File: src/rtl/plru_upd_sched.sv
`timescale 1ns/1ps
// plru_upd_sched: sequences hit updates from four lookup lanes and refill
// victim requests onto the one-at-a-time drive/done handshake of the 32-entry
// uTLB PLRU engine, and returns the chosen victim to the refill requester.
// Optional feature macro: PLRU_SCHED_TIMEOUT_EN (WAIT-state watchdog, sched_err).
//
// Handshakes: a lane transfers when lane_req_vld & lane_req_rdy are both high
// at a rising edge; refill_req is a level held until the refill_ack pulse;
// every PLRU transaction starts with one drive pulse and ends with one
// plru_done pulse, which is only honoured in the ISSUE and WAIT states.
module plru_upd_sched #(
   parameter int NUM_LANES = 4
`ifdef PLRU_SCHED_TIMEOUT_EN
  ,parameter int TIMEOUT   = 32
`endif
) (
   input  logic                      forever_cpuclk,
   input  logic                      cpurst,
   input  logic [NUM_LANES-1:0]      lane_req_vld,
   input  logic [32*NUM_LANES-1:0]   lane_req_hit,
   output logic [NUM_LANES-1:0]      lane_req_rdy,
   input  logic                      refill_req,
   input  logic [31:0]               entry_vld,
   output logic                      refill_ack,
   output logic [31:0]               refill_victim,
   output logic [31:0]               plru_hit_vec,
   output logic                      plru_hit_vld,
   output logic                      plru_refill_vld,
   output logic                      plru_refill_on,
   output logic                      plru_drive_hit,
   output logic                      plru_drive_miss,
   input  logic                      plru_done,
   input  logic [31:0]               plru_ref_num,
   output logic                      sched_busy,
   output logic                      sched_err
);

   localparam int LW = $clog2(NUM_LANES);

   typedef enum logic [2:0] {
      S_IDLE,
      S_HIT_ISSUE,
      S_HIT_WAIT,
      S_MISS_ISSUE,
      S_MISS_WAIT,
      S_ACK
   } state_e;

   state_e                 state_q;
   logic [NUM_LANES-1:0]   hold_vld_q;
   logic [31:0]            hold_hit_q [NUM_LANES];
   logic [LW-1:0]          rr_ptr_q;
   logic [LW-1:0]          gnt_lane_q;
   logic                   last_refill_q;
   logic                   ack_prev_q;
   logic [31:0]            hit_vec_q;
   logic                   hit_vld_q;
   logic                   refill_vld_q;
   logic                   drive_hit_q;
   logic                   drive_miss_q;
   logic                   ack_q;
   logic [31:0]            victim_q;

   logic [LW-1:0]          rr_sel;
   logic [LW-1:0]          rr_idx;
   logic                   rr_found;
   logic                   byp_hit;
   logic [31:0]            byp_vic;
   logic                   refill_elig;
   logic                   grant_refill;
   logic                   grant_lane;
   logic                   in_wait;
   logic                   to_expire;
   logic                   hit_end;
   logic [NUM_LANES-1:0]   lane_clr;

   assign lane_req_rdy    = ~hold_vld_q;
   assign refill_ack      = ack_q;
   assign refill_victim   = victim_q;
   assign plru_hit_vec    = hit_vec_q;
   assign plru_hit_vld    = hit_vld_q;
   assign plru_refill_vld = refill_vld_q;
   assign plru_refill_on  = refill_vld_q;
   assign plru_drive_hit  = drive_hit_q;
   assign plru_drive_miss = drive_miss_q;
   assign sched_busy      = (state_q != S_IDLE) | (|hold_vld_q);

   // Round-robin search over the registered holding slots, starting at the pointer.
   always_comb begin
      rr_found = 1'b0;
      rr_sel   = rr_ptr_q;
      rr_idx   = rr_ptr_q;
      for (int k = 0; k < NUM_LANES; k++) begin
         rr_idx = rr_ptr_q + LW'(k);
         if (!rr_found && hold_vld_q[rr_idx]) begin
            rr_found = 1'b1;
            rr_sel   = rr_idx;
         end
      end
   end

   // Lowest-index invalid entry, used as victim without consulting the PLRU.
   always_comb begin
      byp_hit = 1'b0;
      byp_vic = '0;
      for (int i = 0; i < 32; i++) begin
         if (!byp_hit && !entry_vld[i]) begin
            byp_vic[i] = 1'b1;
            byp_hit    = 1'b1;
         end
      end
   end

   // Refill wins unless it won last time and a lane is waiting; a refill level
   // still present in the cycle right after its ack is the old request.
   assign refill_elig  = refill_req & ~ack_prev_q;
   assign grant_refill = refill_elig & ~(last_refill_q & rr_found);
   assign grant_lane   = rr_found & ~grant_refill;

   assign in_wait = (state_q == S_HIT_WAIT) || (state_q == S_MISS_WAIT);

`ifdef PLRU_SCHED_TIMEOUT_EN
   localparam logic [5:0] TO_LAST = 6'(TIMEOUT - 1);

   logic [5:0] to_cnt_q;
   logic       err_q;

   assign to_expire = in_wait & ~plru_done & (to_cnt_q == TO_LAST);
   assign sched_err = err_q;

   // Watchdog: counts consecutive WAIT cycles; sticky error on expiry.
   always_ff @(posedge forever_cpuclk or posedge cpurst) begin
      if (cpurst) begin
         to_cnt_q <= '0;
         err_q    <= 1'b0;
      end else begin
         to_cnt_q <= in_wait ? to_cnt_q + 6'd1 : 6'd0;
         if (to_expire) begin
            err_q <= 1'b1;
         end
      end
   end
`else
   assign to_expire = 1'b0;
   assign sched_err = 1'b0;
`endif

   // A hit transaction ends on done (ISSUE or WAIT) or on watchdog abort.
   assign hit_end = ((state_q == S_HIT_ISSUE) && plru_done) ||
                    ((state_q == S_HIT_WAIT) && (plru_done || to_expire));

   always_comb begin
      lane_clr = '0;
      for (int i = 0; i < NUM_LANES; i++) begin
         lane_clr[i] = hit_end && (gnt_lane_q == LW'(i));
      end
   end

   // Per-lane 1-deep holding registers: capture when empty, free when served.
   always_ff @(posedge forever_cpuclk or posedge cpurst) begin
      if (cpurst) begin
         hold_vld_q <= '0;
         for (int i = 0; i < NUM_LANES; i++) begin
            hold_hit_q[i] <= '0;
         end
      end else begin
         for (int i = 0; i < NUM_LANES; i++) begin
            if (lane_clr[i]) begin
               hold_vld_q[i] <= 1'b0;
            end else if (lane_req_vld[i] && !hold_vld_q[i]) begin
               hold_vld_q[i] <= 1'b1;
               hold_hit_q[i] <= lane_req_hit[32*i +: 32];
            end
         end
      end
   end

   // Scheduler FSM with registered PLRU-side and refill-side outputs.
   always_ff @(posedge forever_cpuclk or posedge cpurst) begin
      if (cpurst) begin
         state_q       <= S_IDLE;
         rr_ptr_q      <= '0;
         gnt_lane_q    <= '0;
         last_refill_q <= 1'b0;
         ack_prev_q    <= 1'b0;
         hit_vec_q     <= '0;
         hit_vld_q     <= 1'b0;
         refill_vld_q  <= 1'b0;
         drive_hit_q   <= 1'b0;
         drive_miss_q  <= 1'b0;
         ack_q         <= 1'b0;
         victim_q      <= '0;
      end else begin
         drive_hit_q  <= 1'b0;
         drive_miss_q <= 1'b0;
         ack_q        <= 1'b0;
         ack_prev_q   <= 1'b0;
         case (state_q)
            S_IDLE: begin
               if (grant_refill) begin
                  last_refill_q <= 1'b1;
                  if (byp_hit) begin
                     victim_q <= byp_vic;
                     ack_q    <= 1'b1;
                     state_q  <= S_ACK;
                  end else begin
                     refill_vld_q <= 1'b1;
                     drive_miss_q <= 1'b1;
                     state_q      <= S_MISS_ISSUE;
                  end
               end else if (grant_lane) begin
                  last_refill_q <= 1'b0;
                  gnt_lane_q    <= rr_sel;
                  rr_ptr_q      <= rr_sel + LW'(1);
                  hit_vec_q     <= hold_hit_q[rr_sel];
                  hit_vld_q     <= 1'b1;
                  drive_hit_q   <= 1'b1;
                  state_q       <= S_HIT_ISSUE;
               end
            end
            S_HIT_ISSUE, S_HIT_WAIT: begin
               if (hit_end) begin
                  hit_vec_q <= '0;
                  hit_vld_q <= 1'b0;
                  state_q   <= S_IDLE;
               end else begin
                  state_q   <= S_HIT_WAIT;
               end
            end
            S_MISS_ISSUE, S_MISS_WAIT: begin
               if (plru_done) begin
                  victim_q     <= plru_ref_num;
                  refill_vld_q <= 1'b0;
                  ack_q        <= 1'b1;
                  state_q      <= S_ACK;
               end else if (to_expire) begin
                  victim_q     <= 32'h1;
                  refill_vld_q <= 1'b0;
                  ack_q        <= 1'b1;
                  state_q      <= S_ACK;
               end else begin
                  state_q      <= S_MISS_WAIT;
               end
            end
            S_ACK: begin
               ack_prev_q <= 1'b1;
               state_q    <= S_IDLE;
            end
            default: begin
               state_q <= S_IDLE;
            end
         endcase
      end
   end

endmodule

File: config.mk
export PLATFORM = sky130hd
export DESIGN_NAME = plru_upd_sched
export DESIGN_NICKNAME = d
export VERILOG_FILES = /design/src/rtl/plru_upd_sched.sv
export SDC_FILE = /design/constraint.sdc
export NUM_CORES = 1
export LEC_CHECK = 0
export BUFFER_PORTS_ARGS = -buffer_cell sky130_fd_sc_hd__buf_2
export CAP_MARGIN = 40
export CORE_UTILIZATION = 54
export CTS_BUF_LIST = sky130_fd_sc_hd__clkbuf_8
export CTS_CLUSTER_DIAMETER = 50
export DETAILED_ROUTE_END_ITERATION = 7
export PLACE_DENSITY = 0.83
export SYNTH_ARGS = -nofsm -noshare
export SYNTH_HDL_FRONTEND = slang
export SYNTH_SLANG_ARGS = --single-unit
File: constraint.sdc
create_clock -name forever_cpuclk -period 7.9 [get_ports forever_cpuclk]
set_input_delay 1.185 -clock forever_cpuclk [delete_from_list [all_inputs] [get_ports forever_cpuclk]]
set_output_delay 1.185 -clock forever_cpuclk [all_outputs]
set_load 0.01 [all_outputs]
# Word level (Yosys, flattened, before mapping)
# Index checks and enable logic that the tools add are counted.
[classes]
n_addsub = 4
magnitude_cmp = 5
n_eq_ne = 16
n_mux = 124
bitwise_logic = 14
n_reduce_logical = 135
[ops]
columns = ["operator", "n"]
rows = [
  ["$mux 32", 8],
  ["$pmux 32 s2", 2],
  ["$mux 1", 98],
  ["$logic_not 1->1", 68],
  ["$bmux 32 s2", 1],
  ["$logic_and 1x1->1", 44],
  ["$ne 2x2->1 const B", 7],
  ["$reduce_bool 2->1", 7],
  ["$lt 2x3->1 const B", 4],
  ["$reduce_and 4->1", 3],
  ["$reduce_and 2->1", 5],
  ["$mux 3", 3],
  ["$pmux 3 s3", 1],
  ["$bmux 1 s2", 4],
  ["$mux 2", 4],
  ["$not 1->1", 7],
  ["$eq 3x2->1 const B", 2],
  ["$eq 3x3->1 const B", 2],
  ["$pmux 1 s2", 3],
  ["$add 2x1->2 const B", 2],
  ["$add 2x2->2 const B", 2],
  ["$and 1x1->1", 4],
  ["$eq 2x2->1 const B", 2],
  ["$not 4->4", 1],
  ["13 further kinds", 14],
]
[word_totals]
register_bits = 210
inputBits = 200
output_inout_bits = 76
elab_cells = 318

# Longest topological paths before layout
[depth]
depth_word = 96
depth_mapped = 9
ltp_nobuf = 6

# Worst setup path after synthesis
# No wires, ideal clock.
[synth_path]
kind = "in2reg"
from = "in entry_vld[1]"
to = "reg victim_q[10] (netlist: refill_victim[10])"
arrival_time_ns = 2.922
required_time_ns = 7.775
slack_ns = 4.853
cell_stages = 7
path_buffers = 2
cell_sequence = "and4_4 nand3_4 or4_1 clkbuf_2 a21boi_4 buf_6 mux2_2"
[synth_via]
elab_chain_cells = 95
elab_cells_between_ends = 99
cone_classes = "eq/ne: 1; mux: 35; reduce/logical: 63"
[synth_rtl]
columns = ["element", "line_no", "rtl"]
rows = [
  ["start: declaration", "23", "input logic [31:0] entry_vld,"],
  ["$logic_not 1->1 *", "107", "if (!byp_hit && !entry_vld[i]) begin"],
  ["$logic_and 1x1->1 *", "107", ""],
  ["$mux 1 *", "107", ""],
  ["$logic_not 1->1", "107", ""],
  ["$logic_and 1x1->1", "107", ""],
  ["$mux 1 *", "107", ""],
  ["$logic_not 1->1", "107", ""],
  ["$logic_and 1x1->1", "107", ""],
  ["[79 not listed]", "--", ""],
  ["$logic_not 1->1", "107", ""],
  ["$logic_and 1x1->1", "107", ""],
  ["$mux 1", "107", ""],
  ["$logic_not 1->1", "107", ""],
  ["$logic_and 1x1->1", "107", ""],
  ["$mux 1", "107", ""],
  ["$ne 2x2->1 (no source line)", "--", ""],
  ["$reduce_and 4->1 (no source line)", "--", ""],
  ["end signal: assignment", "203", "victim_q <= byp_vic;"],
  ["end signal: assignment", "232", "victim_q <= plru_ref_num;"],
  ["end: declaration", "62", "logic [31:0] victim_q;"],
]
# Mark *: on every way between the ends. The rest lies on a longest branch, timed or not. The select of a mux whose other input is x is not followed.
# A chain may end at the register's enable or synchronous reset.

# Final worst setup path
[layout_path]
from = "reg hold_vld_q[0]"
to = "reg hit_vec_q[19] (netlist: plru_hit_vec[19])"
[layout_via]
elab_chain_cells = 19
elab_cells_between_ends = 36
cone_classes = "eq/ne: 2; mux: 21; bitwise: 6; reduce/logical: 7"
[layout_rtl]
columns = ["element", "line_no", "rtl"]
rows = [
  ["start: declaration", "50", "logic [NUM_LANES-1:0] hold_vld_q;"],
  ["start signal: assignment", "162", "hold_vld_q <= '0;"],
  ["start signal: indexed assignment", "169", "hold_vld_q[i] <= 1'b0;"],
  ["start signal: indexed assignment", "171", "hold_vld_q[i] <= 1'b1;"],
  ["$bmux 1 s2", "95", "if (!rr_found && hold_vld_q[rr_idx]) begin"],
  ["$mux 1 (implied by the code)", "95", ""],
  ["$mux 1", "95", ""],
  ["$logic_not 1->1", "95", ""],
  ["$logic_and 1x1->1", "95", ""],
  ["$mux 1", "95", ""],
  ["$logic_not 1->1", "95", ""],
  ["$logic_and 1x1->1", "95", ""],
  ["[3 not listed]", "--", ""],
  ["$mux 2 or $mux 1 (tied branches)", "95", ""],
  ["$not 2->3 (implied by the code) or $and 1x1->1 (tied branches)", "215, 117", ""],
  ["$bmux 32 s2 or $not 1->1 (tied branches)", "215, 117", ""],
  ["$mux 32 (implied by the code) or $and 1x1->1 (tied branches)", "215, 117", ""],
  ["$mux 32 (implied by the code) or $not 1->1 (tied branches)", "--", ""],
  ["$mux 32 or $and 1x1->1 (tied branches)", "211, 118", ""],
  ["$mux 32 or $ne 2x2->1 (tied branches)", "--", ""],
  ["$pmux 32 s2 or $reduce_and 4->1 (tied branches)", "--", ""],
  ["end signal: assignment", "215", "hit_vec_q <= hold_hit_q[rr_sel];"],
  ["end: declaration", "56", "logic [31:0] hit_vec_q;"],
]
# Several ways; a longest one is shown, not always the timed one. The select of a mux whose other input is x is not followed.

==> metrics <==
status=finished, final reports clean; global-route wire length before repair=37600 µm; IO buf count=274; Post-Layout Cell Count=1267; Synth Warn #=0; Skew-Pair Late Insertion Delay=530 ps; final core utilization=69.8%; DR iter-0 viols=337; FFs w/ async S/R, synth=100%; Starting Density=55.4%; Gate power share=~42%; switching power=between 1.5 and 2 mW; Placed Instances=1200; main combinational cell family by area after synthesis=multiplexers; Leak=6.10 nW; Critical Path RT=between 8000 and 9000 ps; post-synth cell types=58; Synth Register Bits=between 200 and 250; post-synthesis xor/xnor area fraction=less than 1%; critical path launch point=hold_vld_q[0]$_DFFE_PP0P_; CTS tree=built; Clock Path Buffers=3; largest net degree at the start of global routing=118; Reg power frac=37.3%; peak supply drop=0.233 mV; Final Cycle Share=40.6%; CTS Root Cell=clkbuf_8; die width=135 µm; CP Capture Type=flip-flop; Worst Hold Class=flip-flop to flip-flop; Final Max Tran Viols=0; max cap viols=0; Setup Buffers After CTS=0; gr ovfl total=0; Post-Syn Instances=~740; CP max FO=57; PD cells=409 nW/µm²; Hold Buf Count CTS=0; Power Internal=3.29 mW; Area Growth Syn to Fin=25.9%; Slew headroom=between 40% and 50%; routed via count=7157; Post-Route WL=around 24000 µm; DRC Markers=0; Sink Count=210; Max Clk Rate=312 MHz; wire length per cell=19.0 µm; DIE AREA=approximately 18000 µm²; multiplexer share of the synthesized area=25.8%; floorplan row count=48; Post-Synthesis Cell Area=9620 µm²; top-count cell post-synth=mux2_2; Hold Vio Cnt, Final=0; Area contributors post-synth=dfrtp_1 (55%), mux2_2 (25%), a221o_1 (3.3%), and3_1 (2.2%), nand2_1 (1.7%); clock power share=21.3%; Detail Route Antenna Nets=0; # setup viols final=0; CP Class=flip-flop to flip-flop; Synth Flop Type=dfrtp_1; post-synthesis compound-gate area fraction=8.15%; Max Clock Skew=29.3 ps; clock-pin slew of the registers on the worst-case setup and hold paths=60 ps; RSZ-0062 raised after global routing=false; sequential share of the synthesized area=54.6%; Nets=roughly 1200; GRT Total Usage=26.7%; Adder-Cell Fraction of Synth Area=0%; CP startpoint kind=flip-flop; Crit path arrival time=approximately 3600 ps; vias in the first global route=7293; initial antenna violation count=4; switching part of the total=33.6%; Final min period=3210 ps; Filler cells=1242; Reg-to-Reg Start=hold_vld_q[0]$_DFFE_PP0P_; drt first pass iters=5; Mapped Avg Cell Area=13.1 µm²; Worst Tran Pin Value=836 ps; Final Wtd Congestion=0.865; Fin Setup TNS=0 ps; layout cells sized above 1=54.9%; CTS Buf Count=36; core area=17400 µm²; Synth top cells by count=mux2_2 (213), dfrtp_1 (210), nand2_1 (43); EDFF count, synth=0; post-CTS sizing=0; Post-Synth Simple-Gate Area=about 8%; die height=135 µm; critical hold path startpoint=plru_hit_vld$_DFFE_PP0P_; hpwl dp=16600 µm; syn_nets=935; Total Power=a little under 5 mW; leading area contributor after synthesis=dfrtp_1; post-synth top area share=a little over half; num ports=276; drt via density=5.65; H-tree depth=2
## cell type report
cell class | count | area, µm² | area share, %
Timing Repair Buffer | 287 | 1580 | 13.0
Sequential cell | 210 | 5260 | 43.4
Antenna cell | 1 | 2.50 | 0.0207
Inverter | 20 | 82.6 | 0.682
Clock inverter | 21 | 171 | 1.41
Multi-Input combinational cell | 458 | 4130 | 34.1
Clock buffer | 45 | 619 | 5.11
Tap cell | 225 | 282 | 2.32
## through the flow
stage                     instance area, µm²  worst slack (ps)  hold WS (ps)
after floorplan                         9620               977           459
after global routing                   12100              4560           511
after CTS                              12100              4680           496
after global placement                 11200              4140           459
final                                  12100              4690           493
after detailed placement               11300              4220           481
## worst paths after layout
kind,to,slack [ps],cells after the start
max in group asynchronous,hold_hit_q[43]$_DFFE_PP0P_,5910,5
min in group asynchronous,hold_hit_q[66]$_DFFE_PP0P_,570,2
max,plru_hit_vec[19]$_DFFE_PP0P_,4690,6
min,plru_hit_vld$_DFFE_PP0P_,490,2
min reg2reg,plru_hit_vld$_DFFE_PP0P_,490,2
max reg2reg,plru_hit_vec[19]$_DFFE_PP0P_,4690,6
## sequential cells by signal (all words and copies together), names as in the netlist
signal           flops
hold_hit_q         128
plru_hit_vec        32
refill_victim       32
hold_vld_q           4
state_q              3
gnt_lane_q           2
rr_ptr_q             2
ack_prev_q           1
last_refill_q        1
plru_drive_hit       1
plru_drive_miss      1
plru_hit_vld         1
plru_refill_on       1
refill_ack           1
## placed cells by master (no fill, tap or decap), drive strengths merged, types with 2 or more instances in the layout
| cell type | Yosys | routed |
|---|---|---|
| and3 | 34 | 34 |
| a221o | 32 | 32 |
| nand3 | 6 | 6 |
| bufinv | 0 | 3 |
| and4 | 5 | 5 |
| inv | 20 | 31 |
| or3b | 2 | 2 |
| nand4 | 5 | 5 |
| nor3 | 3 | 3 |
| buf | 31 | 287 |
| nor3b | 3 | 3 |
| or2b | 2 | 2 |
| a21o | 4 | 4 |
| dfrtp | 210 | 210 |
| a21oi | 8 | 8 |
| o22ai | 4 | 4 |
| a22o | 3 | 3 |
| nand2 | 43 | 43 |
| o41ai | 5 | 5 |
| a32o | 4 | 4 |
| nand3b | 3 | 3 |
| and2 | 2 | 2 |
| or2 | 3 | 3 |
| nor2 | 12 | 12 |
| clkinv | 0 | 5 |
| clkbuf | 16 | 45 |
| a211oi | 2 | 2 |
| nand2b | 7 | 7 |
| o31ai | 8 | 8 |
| or4 | 4 | 4 |
| and3b | 2 | 2 |
| clkinvlp | 0 | 2 |
| o21ai | 14 | 14 |
| mux2 | 220 | 220 |
## power groups by stage
| stage | registers, mW | logic [mW] | clock network (mW) |
|---|---|---|---|
| after global routing | 1.91 | 2.22 | 1.13 |
| after CTS | 1.85 | 2.06 | 1.08 |
| after global placement | 1.83 | 1.95 | 0 |
| after detailed placement | 1.86 | 2.06 | 0 |
| final | 1.85 | 2.06 | 1.05 |
| after floorplan | 1.84 | 1.45 | 0 |
## logic make-up after synthesis
| group | after synthesis |
|---|---|
| AOI/OAI and AO/OA | 96 |
| xor gates and xnor gates | 2 |
| buffers and inverters | 67 |
| DFF | 210 |
| muxes | 221 |
| other | 1 |
| and+or+nand+nor | 138 |
## routing by layer
metal / GRT usage, % / part of all wire, % / vias up
met5: 0 / 0.18 / -
met4: 11.7 / 3.2 / 6
met3: 6.92 / 6.6 / 60
met2: 43.5 / 49 / 262
met1: 33.6 / 41 / 3563
li1: - / - / 3266
## critical path, cell delays in order, from the launching register on
cell      delay [ps]
dfrtp_1          440
inv_1            180
o22ai_1          140
a221oi_4         740
buf_4            770
mux2_2           420
a221o_1          350
No activity file was read; power rests on OpenSTA's default activity.
